$ cat config.mk
export PLATFORM = sky130hd
export DESIGN_NAME = rx_cmd_parser
export DESIGN_NICKNAME = d
export VERILOG_FILES = /design/src/rtl/rx_cmd_parser.sv
export SDC_FILE = /design/constraint.sdc
export NUM_CORES = 1
export LEC_CHECK = 0
export ABC_AREA = 1
export CAP_MARGIN = 5
export CORE_MARGIN = 8
export CORE_UTILIZATION = 54
export DETAILED_ROUTE_END_ITERATION = 6
export GPL_ROUTABILITY_DRIVEN = 1
export GPL_TIMING_DRIVEN = 0
export HOLD_SLACK_MARGIN = 0.05
export PLACE_DENSITY = 0.8
export SLEW_MARGIN = 15
export SYNTH_ARGS = -nofsm -noshare
export SYNTH_HDL_FRONTEND = slang
export SYNTH_SLANG_ARGS = --single-unit
$ cat constraint.sdc
create_clock -name sys_clk -period 2.2 [get_ports sys_clk]
set_clock_uncertainty 0.15 [all_clocks]
set_input_delay 0.66 -clock sys_clk [delete_from_list [all_inputs] [get_ports sys_clk]]
set_output_delay 0.66 -clock sys_clk [all_outputs]
set_load 0.01 [all_outputs]
$ cat src/rtl/rx_cmd_parser.sv
`default_nettype none
// rx_cmd_parser: assembles UART bytes into RGB PWM duty-register write commands. Rev 1.0
// Define RX_CMD_CHECKSUM_EN for the 4-byte frame carrying an XOR checksum byte.
module rx_cmd_parser #(
  parameter logic [7:0] SOF_BYTE      = 8'hA5,
  parameter int         NUM_CH        = 3,
  parameter int         TIMEOUT_TICKS = 640
) (
  input  logic       sys_clk,
  input  logic       rst_n,
  input  logic       baud_rate_oversample,
  input  logic       rx_done,
  input  logic [7:0] data_recived,
  output logic       wr_en,
  output logic [1:0] wr_addr,
  output logic [7:0] wr_data,
  output logic       frame_err,
  output logic [7:0] err_cnt,
  output logic       busy
);

  localparam logic [8:0]  NUM_CH_L = 9'(NUM_CH);
  localparam logic [15:0] TO_LAST  = 16'(TIMEOUT_TICKS - 1);

  typedef enum logic [1:0] {
    IDLE = 2'd0,
    ADDR = 2'd1,
    DATA = 2'd2
`ifdef RX_CMD_CHECKSUM_EN
    , CHK = 2'd3
`endif
  } state_t;

  state_t      state, state_nxt;
  logic        rx_done_d;
  logic        byte_rx;
  logic [1:0]  addr_q, addr_nxt;
  logic        bad_addr, bad_nxt;
  logic [15:0] to_cnt, to_nxt;
  logic        wr_fire, err_fire;
  logic [7:0]  fin_data;
`ifdef RX_CMD_CHECKSUM_EN
  logic [7:0]  data_q, data_nxt;
  logic [7:0]  chk_acc, chk_nxt;
`endif

  // Rising edge of the PHY level flag gives exactly one acceptance per byte.
  assign byte_rx = rx_done & ~rx_done_d;

  always_comb begin
    state_nxt = state;
    addr_nxt  = addr_q;
    bad_nxt   = bad_addr;
    to_nxt    = to_cnt;
    wr_fire   = 1'b0;
    err_fire  = 1'b0;
`ifdef RX_CMD_CHECKSUM_EN
    data_nxt  = data_q;
    chk_nxt   = chk_acc;
    fin_data  = data_q;
`else
    fin_data  = data_recived;
`endif

    // An arriving byte takes priority over the timeout terminal count.
    if (state == IDLE || byte_rx) begin
      to_nxt = 16'd0;
    end else if (baud_rate_oversample) begin
      if (to_cnt == TO_LAST) begin
        err_fire  = 1'b1;
        state_nxt = IDLE;
        to_nxt    = 16'd0;
      end else begin
        to_nxt = to_cnt + 16'd1;
      end
    end

    if (byte_rx) begin
      case (state)
        IDLE: begin
          if (data_recived == SOF_BYTE) begin
            state_nxt = ADDR;
`ifdef RX_CMD_CHECKSUM_EN
            chk_nxt   = SOF_BYTE;
`endif
          end
        end
        ADDR: begin
          addr_nxt  = data_recived[1:0];
          state_nxt = DATA;
          if ({1'b0, data_recived} >= NUM_CH_L) bad_nxt = 1'b1;
`ifdef RX_CMD_CHECKSUM_EN
          chk_nxt   = chk_acc ^ data_recived;
`endif
        end
        DATA: begin
`ifdef RX_CMD_CHECKSUM_EN
          data_nxt  = data_recived;
          chk_nxt   = chk_acc ^ data_recived;
          state_nxt = CHK;
`else
          state_nxt = IDLE;
          if (bad_addr) err_fire = 1'b1;
          else          wr_fire  = 1'b1;
`endif
        end
`ifdef RX_CMD_CHECKSUM_EN
        CHK: begin
          state_nxt = IDLE;
          if (!bad_addr && data_recived == chk_acc) wr_fire  = 1'b1;
          else                                      err_fire = 1'b1;
        end
`endif
        default: state_nxt = IDLE;
      endcase
    end

    if (state_nxt == IDLE) bad_nxt = 1'b0;
  end

  always_ff @(posedge sys_clk or negedge rst_n) begin
    if (!rst_n) begin
      state     <= IDLE;
      rx_done_d <= 1'b0;
      addr_q    <= 2'd0;
      bad_addr  <= 1'b0;
      to_cnt    <= 16'd0;
      wr_en     <= 1'b0;
      wr_addr   <= 2'd0;
      wr_data   <= 8'd0;
      frame_err <= 1'b0;
      err_cnt   <= 8'd0;
      busy      <= 1'b0;
`ifdef RX_CMD_CHECKSUM_EN
      data_q    <= 8'd0;
      chk_acc   <= 8'd0;
`endif
    end else begin
      state     <= state_nxt;
      rx_done_d <= rx_done;
      addr_q    <= addr_nxt;
      bad_addr  <= bad_nxt;
      to_cnt    <= to_nxt;
      wr_en     <= wr_fire;
      frame_err <= err_fire;
      busy      <= (state != IDLE);
`ifdef RX_CMD_CHECKSUM_EN
      data_q    <= data_nxt;
      chk_acc   <= chk_nxt;
`endif
      if (wr_fire) begin
        wr_addr <= addr_q;
        wr_data <= fin_data;
      end
      if (err_fire && err_cnt != 8'hFF) err_cnt <= err_cnt + 8'd1;
    end
  end

endmodule
`default_nettype wire

Yosys cells after proc, flatten, opt, wreduce, memory -nomap -nowiden. Index checks and enable logic that the tools add are counted.

Flip-flop bits (word level): 43. Bits in latches: 0. RAM bits: 0. Memory bits (read-only): 0. Output and inout bits: 21. Logic and storage cells: 54. Memories kept: 0.

$add $sub $neg: 2. Multiply operators: 0. Div/mod/pow operators: 0. Order comparisons: 1. Equality and inequality tests: 5. Shift-type cells: 0. Multiplexer cells: 22. Bitwise logic cells: 2. Reductions and logical operators: 11.

Operators by type and width (count): $mux W16 (3); $add A16 B1 Y16 const B (1); $eq A16 B10 Y1 const B (1); $mux W1 (13); $mux W2 (5); $reduce_bool A2 Y1 (5); $add A8 B1 Y8 const B (1); $eq A8 B8 Y1 const B (1); $ge A8 B2 Y1 const B (1); $ne A8 B8 Y1 const B (1); $logic_not A2 Y1 (2); $pmux W2 S2 (1); $reduce_and A3 Y1 (1); $eq A2 B1 Y1 const B (1); $eq A2 B2 Y1 const B (1); $reduce_and A2 Y1 (1); $and A1 B1 Y1 (1); $logic_and A1 B1 Y1 (1); $logic_or A1 B1 Y1 (1); $not A1 Y1 (1).

Logic depth before layout (Yosys ltp).
Word-level depth: 10. Mapped depth: 10.

Worst setup path before layout. OpenSTA, ideal clock, no wires.

Path type: input-to-reg. Start point: input port rx_done. End point: register err_cnt[6]. Setup time: 0.122 ns. Arrival: 1.463 ns. Data required time: 1.928 ns. Path slack: 0.465 ns. Cell stages on the path: 9. Buffers on the path: 1. Cells stage by stage: nand2_2 nand2_2 nor2_2 nand3_2 nand2_4 nand2_2 buf_6 nand2_1 o21ai_2.

Cells in the longest elaborated chain, start to end: 7.

Ends and longest elaborated chain: start, declared (line 12) `input logic rx_done,`; $and A1 B1 Y1 * (line 48) `assign byte_rx = rx_done & ~rx_done_d;`; $logic_or A1 B1 Y1 (line 66) `if (state == IDLE || byte_rx) begin`; $mux W1 (line 66); $mux W1 (line 103) `if (bad_addr) err_fire = 1'b1;`; $mux W1 (line 79) `case (state)`; $mux W1 * (line 78) `if (byte_rx) begin`; named net err_fire (line 40) `logic wr_fire, err_fire;`; $logic_and A1 B1 Y1 * (line 155) `if (err_fire && err_cnt != 8'hFF) err_cnt <= err_cnt + 8'd1;`; end signal, assigned (line 155); end, declared (line 18) `output logic [7:0] err_cnt,`.

Mark *: on every way through the listed nets, which the timed path passes. The rest lies on a longest branch. A chain may end at the register's enable or synchronous reset.

Final worst setup path.
Start point: register err_cnt[2]. End point: output port err_cnt[2].

No word-level cell between the ends.

==> results.yml <==
clock_tree:
  cts_max_path_buffers: 2
  root_buffer: "clkbuf_8"
  post_cts_buffers: 0
  cts-htree-levels: 2
  hold_buffers: 0
  cts.reportedPaths.clkPinSlew_ns: 0.09
  cts_tree: "yes"
  clk_latency_ns: 0.30
  cts_resized: 0
  cts.sinks: 43
  cts_made_buffers: 5
critical_path:
  crit_family: "buffers and inverters"
  path_cells: "clkdlybuf4s50_1"
  worstPathMaxFanout: 5
  endpoint_kind: "output port"
  path_class: "flip-flop to output port"
  critical_path_arrival_ns: 1.33
  worstSetupStartpointType: "flip-flop"
  cp.buffers_inverters: 1
  critPathMaxStageDelay_ns: 0.58
  critPathSlowestCell: "clkdlybuf4s50_1"
  required_ns: 1.39
detailed_routing:
  first_pass_iters: 4
  drt_iter0_markers: 89
  vias_per_cell: 5.174
  route.detailed.drc: 0
  wl_per_cell_um: 13.29
  totalWireLength_mm: 4.811
  vias: 1873
  drtAntennaViolNets: 0
sta:
  max_clock_freq_mhz: 467.4
  worstMarginPinSlew_ns: 0.3625
  rsz0062_at_grt: "no"
  setup_ws_ns: 0.06048
  fin_crit_sh: 0.9725
  setup_violations: 0
  slew_violations: 0
  finalHoldViolCount: 0
  slew_headroom: 0.7583
  period_minus_slack_ns: 2.140
logic_synthesis:
  yosys_warnings: 0
  synthFlopType: "dfrtp_1"
  synth_cells: 271
  synth_compound_area_frac: 0.07528
  yosysSeqAreaShare: 0.4831
  synth_top_family_by_area: "simple AND/OR/NAND/NOR gates"
  syn_avg_cell_area_um2: 8.218
  synth-xor-area-share: 0.03933
  synth_mux_area_frac: 0
  synth-async-reset-ratio: 1.000
  syn-num-nets: 285
  ys_ff_latch: 43
  synthSimpleGateAreaFrac: 0.3287
  synthAdderAreaFrac: 0.01124
  synth_edf_count: 0
  synthesis.area_um2: 2227
  ys_types: 29
hold_path:
  hold_class: "input port to async pin"
grt:
  grt_max_degree: 32
  antenna_found_initial: 0
  grt_pass1_vias: 1758
  grt-ovfl-total: 0
  gr-usage-all-layers: 0.1594
  grt_pass1_wl_mm: 8.128
floorplanning:
  initial_core_util: 0.5568
  boundaryPins: 33
  dieWidth_um: 80.22
  rows: 23
  die_y_um: 80.22
  die_area_um2: 6435
  fp.coreArea_um2: 4000
placed_design:
  portBuffers: 32
  dp_hpwl_mm: 3.656
  globalplace.congestion: 0.8991
  pre_cts_ws_ns: -0.1398
final_layout:
  layout-drive-gt1-share: 0.1442
  final_nets: 325
  final_common_cell: "nand2_1"
  syn2layout_area_growth_pct: 22.19
  fillerInstances: 351
  layout_common_cells: "nand2_1 (66), dfrtp_1 (42), clkdlybuf4s50_1 (31)"
  antenna_cells: 0
  fin_util: 0.6803
run_status:
  status: "finished, final reports clean"
power:
  peakVddDrop_v: 0.0004184
  leakage_nw: 1.219
  powerDensity_nw_per_um2: 597.0
job:
  drv_cap: 0
==> layer usage <==
metal | vias up | wire (µm) | GRT usage
met5 | - | 0 | 0
met4 | 0 | 66 | 0.05455
met3 | 6 | 223 | 0.04576
met2 | 40 | 2350 | 0.2555
met1 | 866 | 2170 | 0.2001
li1 | 961 | - | -
==> power by group <==
part	switching (W)	total [W]	internal (W)
registers	0.0000363	0.000882	0.000846
clock network	0.000269	0.000527	0.000257
logic	0.0000978	0.000216	0.000118
==> stage by stage <==
step,instance area (µm²),hold slack [ns],instances,power [W],setup TNS (ns)
global placement,2610,0.3039,353,0.001106,-34.31
detailed placement,2625,0.3097,354,0.001118,-1.692
floorplan,2227,0.2144,271,0.0009694,0
global route,2721,0.1034,362,0.001692,0
CTS,2720,0.08962,362,0.001643,0
finish,2721,0.09074,362,0.001625,0
==> registers in the layout, indices dropped and copies added, names as in the netlist <==
signal and cells:
addr_q 2, bad_addr 1, busy 1, err_cnt 8, frame_err 1, rx_done_d 1, state 2, to_cnt 16
wr_addr 2, wr_data 8, wr_en 1
==> area by class of cell <==
| cell class | count | area, µm² | area share |
|---|---|---|---|
| Clock inverter | 1 | 8.758 | 0.003218 |
| Clock buffer | 7 | 86.33 | 0.03172 |
| Timing Repair Buffer | 33 | 335.3 | 0.1232 |
| Multi-Input combinational cell | 194 | 1012 | 0.3720 |
| Inverter | 30 | 112.6 | 0.04138 |
| Buffer | 4 | 26.28 | 0.009655 |
| Sequential cell | 43 | 1077 | 0.3959 |
| Tap cell | 50 | 62.56 | 0.02299 |
==> worst register-to-register path, cell delays in order (launching register included) <==
cell and delay [ns]:
dfrtp_1 0.41, ha_1 0.27, nand3_2 0.13, nor2_2 0.17, nand2_1 0.10, o21ai_2 0.32, inv_1 0.09, nand2_1 0.07
nor2_1 0.04
==> Yosys cell counts (all sizes together), types with 3 or more instances <==
master | n | area, µm²
nand2 | 73 | 296.5
dfrtp | 43 | 1076
nor2 | 35 | 151.4
inv | 30 | 112.6
nand3 | 25 | 145.1
o21ai | 21 | 120.1
nor3 | 11 | 76.33
xor2 | 7 | 61.31
a21oi | 4 | 20.02
buf | 4 | 26.27
nand4 | 4 | 25.02
nor3b | 4 | 30.03
xnor2 | 3 | 26.28
==> cell families after synthesis <==
logic type	Yosys count
buffers and inverters	34
and+or+nand+nor	153
adders and majority gates	2
xor gates and xnor gates	10
AOI/OAI and AO/OA	29
DFF	43
==> final timing paths <==
| check | startpoint | endpoint | slack [ns] | cells past startpoint |
|---|---|---|---|---|
| max | err_cnt[2] | err_cnt[2] | 0.06 | 1 |
| min | rst_n | wr_data[5] | 0.09 | 1 |
| max reg2reg | to_cnt[0] | to_cnt[11] | 0.36 | 8 |
| min reg2reg | wr_addr[0] | wr_addr[0] | 0.33 | 2 |
| max in group asynchronous | rst_n | err_cnt[6] | 1.34 | 2 |
| min in group sys_clk | wr_addr[0] | wr_addr[0] | 0.33 | 2 |
(Power assumes the default switching activity.)
